`src/rtl/arbitro_rr_param.sv`:
```
// Round-robin switch from NUM_CH show-ahead input FIFOs to NUM_CH output FIFOs,
// routed by the destination field in each word. Define ARB_BURST_EN for burst grants.
module arbitro_rr_param #(
    parameter int unsigned NUM_CH    = 4,
    parameter int unsigned DATA_W    = 10,
    parameter int unsigned BURST_MAX = 4
) (
    input  logic                        clk,
    input  logic                        reset,
    input  logic [NUM_CH-1:0]           empty_in,
    input  logic [NUM_CH*DATA_W-1:0]    data_in,
    output logic [NUM_CH-1:0]           pop_in,
    input  logic [NUM_CH-1:0]           almost_full_out,
    output logic [NUM_CH-1:0]           push_out,
    output logic [DATA_W-1:0]           data_out,
    output logic [$clog2(NUM_CH)-1:0]   grant_ch,
    output logic                        idle
);

    localparam int unsigned DEST_W = $clog2(NUM_CH);

    if (NUM_CH < 2 || NUM_CH > 8) begin : g_bad_num_ch
        $error("arbitro_rr_param: NUM_CH must be 2..8");
    end
    if (BURST_MAX < 1) begin : g_bad_burst_max
        $error("arbitro_rr_param: BURST_MAX must be at least 1");
    end

    typedef enum logic {
        S_IDLE  = 1'b0,
        S_GRANT = 1'b1
    } state_t;

    state_t              r_state;
    state_t              w_state_nxt;
    logic [DEST_W-1:0]   r_ptr;
    logic [DEST_W-1:0]   w_ptr_nxt;
    logic [DEST_W-1:0]   r_grant_ch;
    logic [DEST_W-1:0]   w_g;
    logic [DATA_W-1:0]   r_data;
    logic [DATA_W-1:0]   w_word;
    logic [NUM_CH-1:0]   w_elig;
    logic [NUM_CH-1:0]   w_blocked;
    logic                w_pop;

`ifdef ARB_BURST_EN
    localparam int unsigned BCW = $clog2(BURST_MAX + 1);
    logic [BCW-1:0]      r_cnt;
    logic [BCW-1:0]      w_cnt_nxt;
    logic [BCW-1:0]      w_cnt_inc;
`endif

    // Exact modulo-NUM_CH add; both operands are below NUM_CH so one subtract suffices.
    function automatic logic [DEST_W-1:0] wrap_add(input logic [DEST_W-1:0] a, input int unsigned b);
        int unsigned s;
        s = 32'(a) + b;
        if (s >= NUM_CH) s = s - NUM_CH;
        return DEST_W'(s);
    endfunction

    // State register; r_state==S_GRANT doubles as the in-flight word valid.
    always_ff @(posedge clk) begin
        if (reset) begin
            r_state    <= S_IDLE;
            r_ptr      <= '0;
            r_data     <= '0;
            r_grant_ch <= '0;
`ifdef ARB_BURST_EN
            r_cnt      <= '0;
`endif
        end else begin
            r_state <= w_state_nxt;
            r_ptr   <= w_ptr_nxt;
`ifdef ARB_BURST_EN
            r_cnt   <= w_cnt_nxt;
`endif
            if (w_pop) begin
                r_data     <= w_word;
                r_grant_ch <= w_g;
            end
        end
    end

    // Eligibility, rotating search from r_ptr, pointer update and output decode.
    always_comb begin
        w_elig      = '0;
        w_blocked   = '0;
        w_g         = r_ptr;
        w_pop       = 1'b0;
        pop_in      = '0;
        push_out    = '0;
        w_ptr_nxt   = r_ptr;
        w_state_nxt = S_IDLE;
`ifdef ARB_BURST_EN
        w_cnt_nxt   = r_cnt;
        w_cnt_inc   = '0;
`endif

        for (int unsigned c = 0; c < NUM_CH; c++) begin
            for (int unsigned d = 0; d < NUM_CH; d++) begin
                if (data_in[c*DATA_W + DATA_W - DEST_W +: DEST_W] == DEST_W'(d))
                    w_blocked[c] = almost_full_out[d];
            end
            w_elig[c] = !empty_in[c] && !w_blocked[c];
        end

        for (int unsigned k = 0; k < NUM_CH; k++) begin
            if (!w_pop && w_elig[wrap_add(r_ptr, k)]) begin
                w_g   = wrap_add(r_ptr, k);
                w_pop = 1'b1;
            end
        end
        if (reset) w_pop = 1'b0;

        w_word      = data_in[32'(w_g)*DATA_W +: DATA_W];
        w_state_nxt = w_pop ? S_GRANT : S_IDLE;

`ifdef ARB_BURST_EN
        // The pointer parks on the bursting channel so the search re-finds it first.
        if (w_pop) begin
            w_cnt_inc = (w_g == r_ptr) ? BCW'(r_cnt + 1'b1) : BCW'(1);
            if (w_cnt_inc == BCW'(BURST_MAX)) begin
                w_ptr_nxt = wrap_add(w_g, 1);
                w_cnt_nxt = '0;
            end else begin
                w_ptr_nxt = w_g;
                w_cnt_nxt = w_cnt_inc;
            end
        end else if (r_cnt != '0) begin
            w_ptr_nxt = wrap_add(r_ptr, 1);
            w_cnt_nxt = '0;
        end
`else
        if (w_pop) w_ptr_nxt = wrap_add(w_g, 1);
`endif

        for (int unsigned c = 0; c < NUM_CH; c++) begin
            pop_in[c]   = w_pop && (w_g == DEST_W'(c));
            push_out[c] = (r_state == S_GRANT) && (r_data[DATA_W-1 -: DEST_W] == DEST_W'(c));
        end

        idle     = !w_pop;
        grant_ch = w_pop ? w_g : r_grant_ch;
        data_out = r_data;
    end

endmodule

```
`config.mk`:
```
export PLATFORM = sky130hd
export DESIGN_NAME = arbitro_rr_param
export DESIGN_NICKNAME = d
export VERILOG_FILES = /design/src/rtl/arbitro_rr_param.sv
export SDC_FILE = /design/constraint.sdc
export NUM_CORES = 1
export LEC_CHECK = 0
export ABC_AREA = 1
export BUFFER_PORTS_ARGS = -buffer_cell sky130_fd_sc_hd__buf_2
export CAP_MARGIN = 0
export CORE_UTILIZATION = 50
export CTS_CLUSTER_DIAMETER = 50
export DETAILED_ROUTE_END_ITERATION = 12
export GPL_TIMING_DRIVEN = 0
export PLACE_DENSITY_LB_ADDON = 0.08
export SETUP_SLACK_MARGIN = 0.05
export SKIP_LAST_GASP = 1
export SLEW_MARGIN = 5
export SYNTH_ARGS = -nofsm -noshare
export SYNTH_HDL_FRONTEND = slang
export SYNTH_SLANG_ARGS = --single-unit
```
`constraint.sdc`:
```
create_clock -name clk -period 2.6 [get_ports clk]
set_input_delay 0.13 -clock clk [delete_from_list [all_inputs] [get_ports clk]]
set_output_delay 0.13 -clock clk [all_outputs]
set_load 0.02 [all_outputs]
```
== Yosys cells after proc, flatten, opt, wreduce, memory -nomap -nowiden ==
Cells that the tools add are included.

* Memories: 0
* Flip-flop bits (word level): 15
* Bits in read-only memories: 0
* Input port bits: 50
* Latch bits: 0
* RAM bits: 0
* Logic and storage cells: 115

* Multiplexer cells: 40
* $add $sub $neg: 9
* Eq/ne operators: 18
* Order comparisons: 9
* Div/mod/pow operators: 0
* Shift operators: 1
* Reduce and logical (&&, ||, !) cells: 33
* $mul: 1
* Bitwise operators: 0

{| class="wikitable"
|+ Operators with widths
! cell !! count
|-
| 40-bit by 7-bit variable part select with 10-bit output || 1
|-
| 1-bit 2-to-1 mux || 26
|-
| 2-bit equality test, second input constant || 12
|-
| 2-bit 2-to-1 mux || 10
|-
| 1-bit logical AND || 15
|-
| 2-bit by 1-bit equality test with 1-bit output, second input constant || 6
|-
| 3-bit greater-or-equal comparator, second input constant || 4
|-
| 1-bit logical NOT || 12
|-
| 2-bit logical NOT || 6
|-
| 2-bit by 3-bit less-than comparator with 1-bit output, second input constant || 4
|-
| 2-bit by 1-bit subtractor with 2-bit output, second input constant || 5
|-
| 1-bit binary-select mux with 2-bit select || 4
|-
| 2-bit by 1-bit adder with 3-bit output, second input constant || 2
|-
| 2-bit by 2-bit adder with 3-bit output, second input constant || 2
|-
| 2-bit by 3-bit multiplier with 5-bit output, second input constant || 1
|-
| 2-bit by 3-bit greater-or-equal comparator with 1-bit output, second input constant || 1
|}

== Depth between registers and ports, before layout ==
* Depth in word-level cells: 22
* Gate-level depth with buffers: 20
* Depth with buffers taken out: 19

== Worst setup path after synthesis ==
OpenSTA, ideal clock, no wires.

* Path kind: register -> output
* Start: register r_ptr[0]
* End: output pop_in[3]
* Stages on the path, launching flop included: 14
* Slack: 0.704 ns
* Arrival: 1.766 ns
* Path buffers: 2
* Required time: 2.470 ns
* Path through: dfxtp_1 buf_6 inv_2 nand3_1 nand2_1 nand2_1 nand2_2 nand4_2 inv_1 nand2_1 nand2_2 buf_4 nand2_1 nor2_1

* Cells in the longest elaborated chain, start to end: 16
* Elaborated cells between the ends (all ways): 40
* Those cells by class: 7 x add/sub; 4 x order compare; 1 x eq/ne; 21 x mux; 7 x reduce/logical

{| class="wikitable"
|+ Ends and longest elaborated chain
! element !! RTL line !! RTL
|-
| start: declaration || 36 || <nowiki>logic [DEST_W-1:0] r_ptr;</nowiki>
|-
| start signal: assignment || 73 || <nowiki>r_ptr <= w_ptr_nxt;</nowiki>
|-
| branches (longest 15 deep; another with 2-bit by 1-bit adder with 3-bit output) || - ||
|-
| 1-bit logical AND (*) || 138 || <nowiki>pop_in[c] = w_pop && (w_g == DEST_W'(c));</nowiki>
|-
| end: declaration || 12 || <nowiki>output logic [NUM_CH-1:0] pop_in,</nowiki>
|}

Mark *: on every way between the ends. The select of a mux whose other input is x is not followed.

== Worst setup path after layout ==
Ends and elaborated chain as after synthesis.

==> run summary <==
TritonCTS clock tree = built
Total power = 3.030 mW
Clk_skew = 0.003743 ns
Area grow syn2layout = 27.91%
Initial Utilization = 0.5469
Top-count cell post-synth = nand2_1
Max IR drop VDD = 0.6642 mV
Number of synthesized register bits = 15
Clock sink count = 15
Setup TNS = 0 ns
Syn_area_per_cell = 5.325 um2
Clock buffer depth = 2
CTS Buf Count = 3
Vias = 1990
Die height = 57.86 um
Crit-path slowest cell = dfxtp_1
Die area = 0.003348 mm2
Slowest cell delay on critical path = 0.32 ns
NumNets Final = 418
Seq/Total Area, Yosys = 0.1925
Clk root buf = clkbuf_4
Detailed-route vias per instance = 5.000
Die X = 57.86 um
Crit-path cells = buf_6, inv_2, nand3_1, nand2_1, nand2_1, nand2_2, nand4_4, inv_1, nand2_1, nand2_2, buf_6, nand2_1, nor2_1, buf_2
Antenna Nets Post-Route = 0
Largest net degree at the start of global routing = 11
Startpoint types = flip-flop
CP max FO = 10
Ant diodes = 0
Initial DRC Count = 76
TritonRoute pass-1 iters = 9
GRT overflow = 0
Crit path arrival time = 2.24 ns
Hold Path Class = input port to flip-flop
Max Freq = 422.1 MHz
Number of enable flip-flop cells after synthesis = 0
Post-Syn Area = 0.001560 mm2
Worst skew pair latency = 0.28 ns
Drt wl/cell = 10.42 um
Final hold viol count = 0
Fraction of layout cells with a size suffix above 1 = 0.2834
FFs w/ async S/R, synth = 0
Tot GR Track Use = 0.2560
Hpwl dp = 3325 um
Syn Inst Count = 293
Status = finished with violations
P per Cell Area = 1518 mW/mm2
H-tree Lvls = 1
MaxCap Viol Count = 0
Core ar. = 0.002853 mm2
Commonest cells post-synth = nand2_1, nand3_1, inv_1
CTS clk-pin slew, worst paths = 0.08 ns
Final wirelength = 4148 um
IO Pins = 71
Initial antenna violation count = 0
I/O Buffers = 70
Final Setup Violations = 0
RSZ-0062 raised after global routing = false
Synthesized Nets = 343
CP most frequent cell = nand2_1
Tmin final = 2.369 ns
Yosys Warn Count = 0
Post-synth top flop = dfxtp_1
Postcts setup bufs = 0
Leak = 1.315 nW
CP endpoint kind = output port
Relative slew slack = 0.8066
Worst path required time = 2.47 ns
Slew Limit Fails = 0
Synth area leaders = nand2_1, dfxtp_1, nand3_1
CP Class = flip-flop to output port
Final GP Congestion = 0.8157
Residual DRC count = 2
Post-synth cell types = 20
Top-area cell type share of the netlist area = 0.2935
Violated checks = DRC
Tightest Pin Transition = 0.2891 ns
FP Rows = 19
Vias in the first global route = 1688
First-pass GRT wire length = 6837 um
Cell taking the most area after synthesis = nand2_1
Tcrit/Tclk final = 0.9112
==> worst paths after layout <==
| check | startpoint | to | slack [ns] | cells past startpoint |
|---|---|---|---|---|
| hold reg to reg | data_out[7] | data_out[7] | 0.47 | 2 |
| setup / recovery | r_ptr[0] | pop_in[3] | 0.23 | 14 |
| hold / removal | reset | r_grant_ch[1] | 0.08 | 2 |
| setup reg to reg | r_ptr[0] | data_out[3] | 0.53 | 15 |
==> layer usage <==
metal / vias up / part of all wire / global-route usage
li1: 1041 / - / -
met1: 869 / 0.45 / 0.3250
met2: 80 / 0.48 / 0.4647
met3: 0 / 0.068 / 0.04911
met4: 0 / 0 / 0.02381
met5: - / 0 / 0
==> placed cells by master (no fill, tap or decap), types with 2 or more instances in the layout <==
cell / count
inv_1: 54
nor2_4: 2
a21oi_1: 3
nand2_1: 121
nor3_1: 4
dfxtp_1: 15
nand2_2: 10
inv_2: 5
nand3_1: 57
nand4_1: 2
nand3_2: 2
buf_2: 72
nor2_1: 5
clkbuf_4: 3
buf_6: 5
==> area by class of cell <==
| cell class | instances | area [um2] |
|---|---|---|
| Buffer | 8 | 73.82 |
| Clock buffer | 4 | 26.28 |
| Fill cell | 293 | 857.1 |
| Inverter | 59 | 221.5 |
| Multi-Input combinational cell | 211 | 984.7 |
| Sequential cell | 15 | 300.3 |
| Tap cell | 31 | 38.79 |
| Timing Repair Buffer | 70 | 350.3 |
==> state kept, by name, indices dropped and copies added (netlist names) <==
| signal | cells |
|---|---|
| r_ptr | 2 |
| r_state | 1 |
| data_out | 10 |
| r_grant_ch | 2 |
==> repair_timing <==
action | in CTS | in global routing
hold buffers | 0 | 0
endpoints found under the setup margin | 0 | 4
gates resized for setup | 0 | 5
==> stage by stage <==
step | area (um2) | worst slack (ns) | util | hold WS [ns] | std cells
6_report | 1996 | 0.2310 | 0.6996 | 0.07583 | 398
5_1_grt | 1996 | 0.05960 | 0.6996 | 0.08022 | 398
4_1_cts | 1976 | 0.1985 | 0.6925 | 0.07562 | 398
3_5_place_dp | 1949 | 0.5142 | 0.6833 | 0.3739 | 394
3_3_place_gp | 1949 | 0.5233 | 0.6833 | 0.3695 | 394
2_1_floorplan | 1560 | 0.7040 | - | 0.1991 | 293
==> worst max-delay path: cells and delay by family, from the launching register on <==
family,cells,cell delay (ns)
AND/OR/NAND/NOR,9,0.94
flip-flops,1,0.32
buffers and inverters,5,0.67
==> where the power goes <==
part           total [mW]  switching, mW  internal (mW)
registers           0.386         0.0494          0.336
clock network       0.133         0.0734         0.0596
logic                2.51           1.64          0.870
total                3.03           1.76           1.27
==> logic make-up (layout without fill, tap and decap cells) <==
logic type,after synthesis,count (layout),share of synthesized area
xor+xnor,1,1,0.01764
buf+inv,67,141,0.1868
flops,15,15,0.1925
compound gates,4,4,0.01443
simple gates,206,206,0.5886
(Power assumes the default switching activity.)
